--- src/rtl/cpu_pkg.sv ---
`default_nettype none
// ============================================================================
//  Module      : cpu_pkg
//  Description : Shared CPU encodings. Covers decoder command codes, access
//                size codes, the sign-select bit and load/store unit states.
//  Revision    : 1.0 - initial release
// ============================================================================
package cpu_pkg;

    // Command codes from the control decoder (only loads and stores reach memory)
    typedef enum logic [1:0] {
        OTHER   = 2'b00,
        JMP_CMD = 2'b01,
        ST_CMD  = 2'b10,
        LW_CMD  = 2'b11
    } cmd_e;

    // Access size field, sx_cntl[1:0]
    typedef enum logic [1:0] {
        FULL   = 2'b00,
        HALF   = 2'b01,
        BYTE   = 2'b10,
        SZ_ILL = 2'b11
    } size_e;

    // Extension select, sx_cntl[2]
    localparam logic SIGN   = 1'b1;
    localparam logic UNSIGN = 1'b0;

    // Load/store unit states
    typedef enum logic [1:0] {
        ST_IDLE = 2'b00,
        ST_REQ  = 2'b01,
        ST_DONE = 2'b10,
        ST_ERR  = 2'b11
    } lsu_state_e;

endpackage
`default_nettype wire

--- src/rtl/cpu_lsu_align.sv ---
`default_nettype none
// ============================================================================
//  Module      : cpu_lsu_align
//  Description : Combinational lane logic for the load/store unit. Produces
//                store byte enables and replicated store data, and extracts
//                and extends load data from the returned memory word.
//  Revision    : 1.0 - initial release
// ============================================================================
module cpu_lsu_align
    import cpu_pkg::*;
(
    input  logic [1:0]  st_size,
    input  logic [1:0]  st_lane,
    input  logic [31:0] st_wdata,
    input  logic [1:0]  ld_size,
    input  logic [1:0]  ld_lane,
    input  logic        ld_sign,
    input  logic [31:0] ld_rdata,
    output logic [3:0]  st_be,
    output logic [31:0] st_wdata_rep,
    output logic [31:0] ld_data
);

    logic [7:0]  w_byte;
    logic [15:0] w_half;

    // Store side: byte enables and lane-replicated write data
    always_comb begin
        st_be        = 4'b0000;
        st_wdata_rep = st_wdata;
        case (size_e'(st_size))
            FULL: begin
                st_be        = 4'b1111;
                st_wdata_rep = st_wdata;
            end
            HALF: begin
                st_be        = st_lane[1] ? 4'b1100 : 4'b0011;
                st_wdata_rep = {2{st_wdata[15:0]}};
            end
            BYTE: begin
                st_be        = 4'b0001 << st_lane;
                st_wdata_rep = {4{st_wdata[7:0]}};
            end
            default: begin
                st_be        = 4'b0000;
                st_wdata_rep = st_wdata;
            end
        endcase
    end

    // Load side: select the addressed lane, then sign- or zero-extend it
    always_comb begin
        w_half = ld_lane[1] ? ld_rdata[31:16] : ld_rdata[15:0];
        case (ld_lane)
            2'd0:    w_byte = ld_rdata[7:0];
            2'd1:    w_byte = ld_rdata[15:8];
            2'd2:    w_byte = ld_rdata[23:16];
            default: w_byte = ld_rdata[31:24];
        endcase
        case (size_e'(ld_size))
            HALF:    ld_data = {{16{ld_sign & w_half[15]}}, w_half};
            BYTE:    ld_data = {{24{ld_sign & w_byte[7]}}, w_byte};
            default: ld_data = ld_rdata;
        endcase
    end

endmodule
`default_nettype wire

--- src/rtl/cpu_lsu.sv ---
`default_nettype none
// ============================================================================
//  Module      : cpu_lsu
//  Description : Load/store unit. Accepts decoded load/store ops, runs one
//                req/ack transaction to data memory, returns extended load
//                data, stalls upstream while busy and flags misalignment or
//                a memory timeout.
//  Revision    : 1.0 - initial release
// ============================================================================
module cpu_lsu
    import cpu_pkg::*;
#(
    parameter int AW          = 32,
    parameter int TIMEOUT_CYC = 255
) (
    input  logic          clk,
    input  logic          rst_n,
    input  logic          lsu_valid,
    input  logic [1:0]    cmd,
    input  logic [2:0]    sx_cntl,
    input  logic [AW-1:0] addr,
    input  logic [31:0]   wdata,
    input  logic          kill,
    output logic          stall,
    output logic          rd_valid,
    output logic [31:0]   rd_data,
    output logic          err_misalign,
    output logic          err_timeout,
    output logic          dmem_req,
    output logic          dmem_we,
    output logic [AW-1:0] dmem_addr,
    output logic [3:0]    dmem_be,
    output logic [31:0]   dmem_wdata,
    input  logic          dmem_ack,
    input  logic [31:0]   dmem_rdata
);

    // A zero timeout disables the abort; keep the counter at least one bit wide
    localparam int            CW         = (TIMEOUT_CYC > 0) ? $clog2(TIMEOUT_CYC + 1) : 1;
    localparam bit            c_to_en    = (TIMEOUT_CYC != 0);
    localparam logic [CW-1:0] c_cnt_last = CW'(TIMEOUT_CYC - 1);

    lsu_state_e    r_state;
    lsu_state_e    w_next;

    logic          r_we;
    logic [AW-1:0] r_addr;
    logic [3:0]    r_be;
    logic [31:0]   r_wdata;
    logic          r_sign;
    logic [1:0]    r_size;
    logic [1:0]    r_lane;
    logic          r_killed;
    logic          r_err_to;
    logic [CW-1:0] r_cnt;
    logic [31:0]   r_rdata;

    logic          w_is_mem;
    logic          w_accept;
    logic          w_misalign;
    logic          w_to_hit;
    logic [3:0]    w_be;
    logic [31:0]   w_wdata_rep;
    logic [31:0]   w_ld_ext;

    assign w_is_mem   = (cmd_e'(cmd) == LW_CMD) || (cmd_e'(cmd) == ST_CMD);
    assign w_accept   = (r_state == ST_IDLE) && lsu_valid && w_is_mem && !kill;
    assign w_misalign = (size_e'(sx_cntl[1:0]) == SZ_ILL)
                     || ((size_e'(sx_cntl[1:0]) == HALF) && addr[0])
                     || ((size_e'(sx_cntl[1:0]) == FULL) && (addr[1:0] != 2'b00));
    assign w_to_hit   = c_to_en && (r_cnt == c_cnt_last);

    // Store lanes come from the incoming op; load extract uses the held op
    cpu_lsu_align u_align (
        .st_size      (sx_cntl[1:0]),
        .st_lane      (addr[1:0]),
        .st_wdata     (wdata),
        .ld_size      (r_size),
        .ld_lane      (r_lane),
        .ld_sign      (r_sign),
        .ld_rdata     (dmem_rdata),
        .st_be        (w_be),
        .st_wdata_rep (w_wdata_rep),
        .ld_data      (w_ld_ext)
    );

    // State register
    always_ff @(posedge clk or negedge rst_n) begin
        if (!rst_n) begin
            r_state <= ST_IDLE;
        end else begin
            r_state <= w_next;
        end
    end

    // Next-state logic; an ack wins over a same-cycle timeout
    always_comb begin
        w_next = r_state;
        case (r_state)
            ST_IDLE: begin
                if (w_accept) begin
                    w_next = w_misalign ? ST_ERR : ST_REQ;
                end
            end
            ST_REQ: begin
                if (dmem_ack) begin
                    w_next = ST_DONE;
                end else if (w_to_hit) begin
                    w_next = ST_ERR;
                end
            end
            ST_DONE: w_next = ST_IDLE;
            ST_ERR:  w_next = ST_IDLE;
            default: w_next = ST_IDLE;
        endcase
    end

    // Transaction registers, kill flag, timeout counter and load capture
    always_ff @(posedge clk or negedge rst_n) begin
        if (!rst_n) begin
            r_we     <= 1'b0;
            r_addr   <= '0;
            r_be     <= 4'b0000;
            r_wdata  <= 32'd0;
            r_sign   <= UNSIGN;
            r_size   <= 2'b00;
            r_lane   <= 2'b00;
            r_killed <= 1'b0;
            r_err_to <= 1'b0;
            r_cnt    <= '0;
            r_rdata  <= 32'd0;
        end else begin
            if (w_accept) begin
                r_killed <= 1'b0;
                r_err_to <= 1'b0;
                r_cnt    <= '0;
                if (!w_misalign) begin
                    r_we    <= (cmd_e'(cmd) == ST_CMD);
                    r_addr  <= {addr[AW-1:2], 2'b00};
                    r_be    <= w_be;
                    r_wdata <= w_wdata_rep;
                    r_sign  <= sx_cntl[2];
                    r_size  <= sx_cntl[1:0];
                    r_lane  <= addr[1:0];
                end
            end else if (r_state == ST_REQ) begin
                if (kill) begin
                    r_killed <= 1'b1;
                end
                if (dmem_ack) begin
                    r_rdata <= w_ld_ext;
                end else begin
                    r_cnt <= r_cnt + CW'(1);
                    if (w_to_hit) begin
                        r_err_to <= 1'b1;
                    end
                end
            end
        end
    end

    // Bus and pipeline outputs; req derives from state so reset drops it at once
    always_comb begin
        dmem_req     = (r_state == ST_REQ);
        dmem_we      = r_we;
        dmem_addr    = r_addr;
        dmem_be      = r_be;
        dmem_wdata   = r_wdata;
        stall        = w_accept || (r_state == ST_REQ);
        rd_valid     = (r_state == ST_DONE) && !r_we && !r_killed && !kill;
        rd_data      = r_rdata;
        err_misalign = (r_state == ST_ERR) && !r_err_to;
        err_timeout  = (r_state == ST_ERR) && r_err_to;
    end

endmodule
`default_nettype wire
--- config.mk ---
export PLATFORM = sky130hd
export DESIGN_NAME = cpu_lsu
export DESIGN_NICKNAME = d
export VERILOG_FILES = /design/src/rtl/cpu_pkg.sv /design/src/rtl/cpu_lsu_align.sv /design/src/rtl/cpu_lsu.sv
export SDC_FILE = /design/constraint.sdc
export NUM_CORES = 1
export LEC_CHECK = 0
export CAP_MARGIN = 20
export CORE_ASPECT_RATIO = 0.5
export CORE_MARGIN = 8
export CORE_UTILIZATION = 44
export CTS_CLUSTER_SIZE = 24
export DETAILED_ROUTE_END_ITERATION = 8
export GPL_TIMING_DRIVEN = 0
export PLACE_DENSITY = 0.8
export SLEW_MARGIN = 40
export SYNTH_ARGS = -nofsm -noshare
export SYNTH_HDL_FRONTEND = slang
export SYNTH_SLANG_ARGS = --single-unit
--- constraint.sdc ---
create_clock -name clk -period 2.5 [get_ports clk]
set_clock_uncertainty 0.05 [all_clocks]
set_input_delay 0.25 -clock clk [delete_from_list [all_inputs] [get_ports clk]]
set_output_delay 0.25 -clock clk [all_outputs]
set_load 0.01 [all_outputs]
==> impl_results.md <==
* Core area at 12000 um2
* CP startpoint kind: primary input
* Synth top cells by count: 116 x dfrtp_1, 68 x nand2_1, 60 x o21ai_0
* Area grow syn2layout at 54.1%
* Final hold violations at 0
* CTS Buf Count at 17
* Chip width at 174 um
* #FFs+latches synth at 116
* CP endpoint kind: flip-flop
* Setup Buffers After CTS at 0
* Part of the cycle the worst path needs at 0.909
* Row count at 28
* Syn avg cell area at 10.3 um2
* Maxcap violations at 0
* Clock slew at the register clock pins of the worst setup and hold paths at 0.06 ns
* Placed cell areas at 7800 um2
* Distinct cells, synth at 42
* Via/cell ratio at 5.39
* Clk buf depth at 2
* Drt total wl at 18300 um
* Top-count cell post-synth: dfrtp_1
* Post-synth top area share at 0.531
* Mapped cell area at 5470 um2
* Crit path max fanout at 10
* ANT nets after route at 0
* Peak VDD IR at 550 uV
* Asr flop ratio synth at 1.00
* Cell taking the most area after synthesis: dfrtp_1
* Post-CTS sizing at 0
* Via Count at 5078
* Critical path's top delay family: buffers and inverters
* Root buffer cell: clkbuf_16
* Min-delay worst type: primary input to asynchronous set/reset pin
* Tot GR Track Use at 0.220
* Pin count of the biggest net entering global routing at 69
* Highest Clock Rate at 0.440 GHz
* Synth warn at 0
* Status: completed
* Syn Inst Count at 533
* Die Footprint at 16500 um2
* Number of synthesized flops with an enable pin at 0
* Crit path time final at 2.27 ns
* Worst slew pin tran at 0.593 ns
* Die height at 94.8 um
* Post-CTS Hold Buffers at 1
* N_diodes at 0
* DRC at 0
* Setup CP Type: primary input to flip-flop
* Dpl ws at -0.0930 ns
* I/O pin count at 212
* Sink Count at 116
* Wirelength per Cell at 19.4 um
* Worst setup margin at 0.227 ns
* Slowest CP cell: clkdlybuf4s50_1
* Slew headroom at 0.605
* Finished Core Util at 0.703
* Slew Limit Fails at 0
* Number of H-tree levels at 4
* Delay of the slowest critical-path stage at 0.52 ns
* Critical R2R Launch: r_state[0]
* Register area share after synthesis at 0.531
* Nets at 878
* Clock Latency Late Sink at 0.41 ns
* Cell area after layout at 8430 um2
* Initial Util at 0.456
* Drt first pass iters at 5
* Initial antenna violation count at 0
* Global-route wire length before repair at 28900 um
* Critical Path AT at 2.53 ns
* Worst EP required at 2.76 ns
* Routability cong. at 0.842
* First DRT Iteration DRCs at 252
* Share of cells above drive strength 1 at 0.126
* IO buf count at 209
* Top cells by area, synth: dfrtp_1 53%, mux2_2 9.5%, o21ai_0 5.5%
* Launch point of the critical path: sx_cntl[1]
* Leak at 3.61 nW
* Crit path cell chain: clkdlybuf4s50_1 -> inv_1 -> ha_1 -> clkbuf_1 -> clkbuf_1 -> o21ai_0 -> o21ai_0
* TNS Setup at 0 ns
* Crit path buffers/inverters at 4
* Final setup violation count at 0
* Pwr Total at 8.57 mW
* Vias in the first global route at 5183
* CTS tree: yes
* RSZ-0062 raised after global routing: false
* DPL Wire Length at 13700 um
* Power Density at 1020 nW/um2
* Synth Flop Type: dfrtp_1
* Total gr overflow at 0
## cell usage in the layout, fill, tap and decap left out, types with 3 or more instances in the layout
cell / Yosys / routed
inv_1: 9 / 9
clkbuf_16: 0 / 17
clkdlybuf4s50_1: 0 / 208
clkbuf_8: 0 / 4
nor2b_1: 11 / 11
xor2_1: 5 / 5
clkinvlp_4: 0 / 3
ha_1: 8 / 8
clkbuf_1: 20 / 23
buf_2: 8 / 8
and2_1: 5 / 5
mux2_2: 46 / 46
a21oi_1: 30 / 30
buf_6: 4 / 4
nand3b_1: 17 / 17
a22oi_1: 16 / 16
buf_1: 7 / 7
buf_4: 3 / 3
and3_1: 3 / 3
o21ai_0: 60 / 60
bufinv_16: 0 / 3
nand2b_1: 4 / 4
nor2_1: 17 / 17
nand3_1: 35 / 35
a31oi_1: 9 / 9
nand4_1: 4 / 4
dfrtp_1: 116 / 116
o221ai_1: 7 / 7
nand2_1: 68 / 68
## per-stage QoR
step,hold slack (ns),instances
2_1_floorplan,-0.0956,534
3_3_place_gp,0.412,908
3_5_place_dp,0.136,909
4_1_cts,0.298,942
5_1_grt,0.315,942
6_report,0.271,942
## cells by family after synthesis
family	after synthesis	share of synthesized area
AO/OA/AOI/OAI	131	0.141
XOR/XNOR	6	0.00961
adder cells (fa/ha/maj)	8	0.0183
buffers and inverters	51	0.0444
flip-flops	116	0.531
multiplexers	48	0.0993
other	1	0.000686
AND/OR/NAND/NOR	172	0.156
## cell type report
class                      instances  area (um2)
buffer                            42         209
clock buffer                      24         492
clock inverter                     8         123
fill                             915        3560
inverter                           9        33.8
multi-input combinational        367        2320
sequential                       116        2900
tap                              165         206
timing repair buffer             211        2130
## metal layers
layer	vias up	global-route usage	wire, um
met5	-	0	0
met4	0	0.0601	214
met3	21	0.0554	1220
met2	176	0.395	9550
met1	2539	0.265	7280
li1	2342	-	-
## final timing paths
path	slack [ns]	cells past startpoint	end
min reg2reg	0.42	2	dmem_wdata[27]
max reg2reg	0.51	7	dmem_wdata[28]
min	0.27	2	dmem_wdata[10]
min in group clk	0.40	2	dmem_addr[19]
max in group asynchronous	1.46	3	r_cnt[5]
max	0.23	7	dmem_wdata[28]
## registers in the layout, indices dropped and copies added, names as in the netlist, 2 cells and up
register / count
dmem_be: 4
r_size: 2
dmem_addr: 30
dmem_wdata: 32
r_cnt: 8
rd_data: 32
r_lane: 2
r_state: 2
## where the power goes
| part | switching, mW | internal [mW] | total [mW] |
|---|---|---|---|
| Combinational | 1.42 | 1.71 | 3.14 |
| Sequential | 0.378 | 2.53 | 2.91 |
| Clock | 0.854 | 1.67 | 2.52 |
## worst register-to-register path: stages, from the launching register on
cell,delay [ns]
dfrtp_1,0.35
buf_2,0.17
and4bb_1,0.32
o211ai_2,0.23
buf_6,0.22
clkbuf_1,0.24
nand2_1,0.15
o21ai_0,0.12
Note: power is estimated with default switching activity, not from simulation.
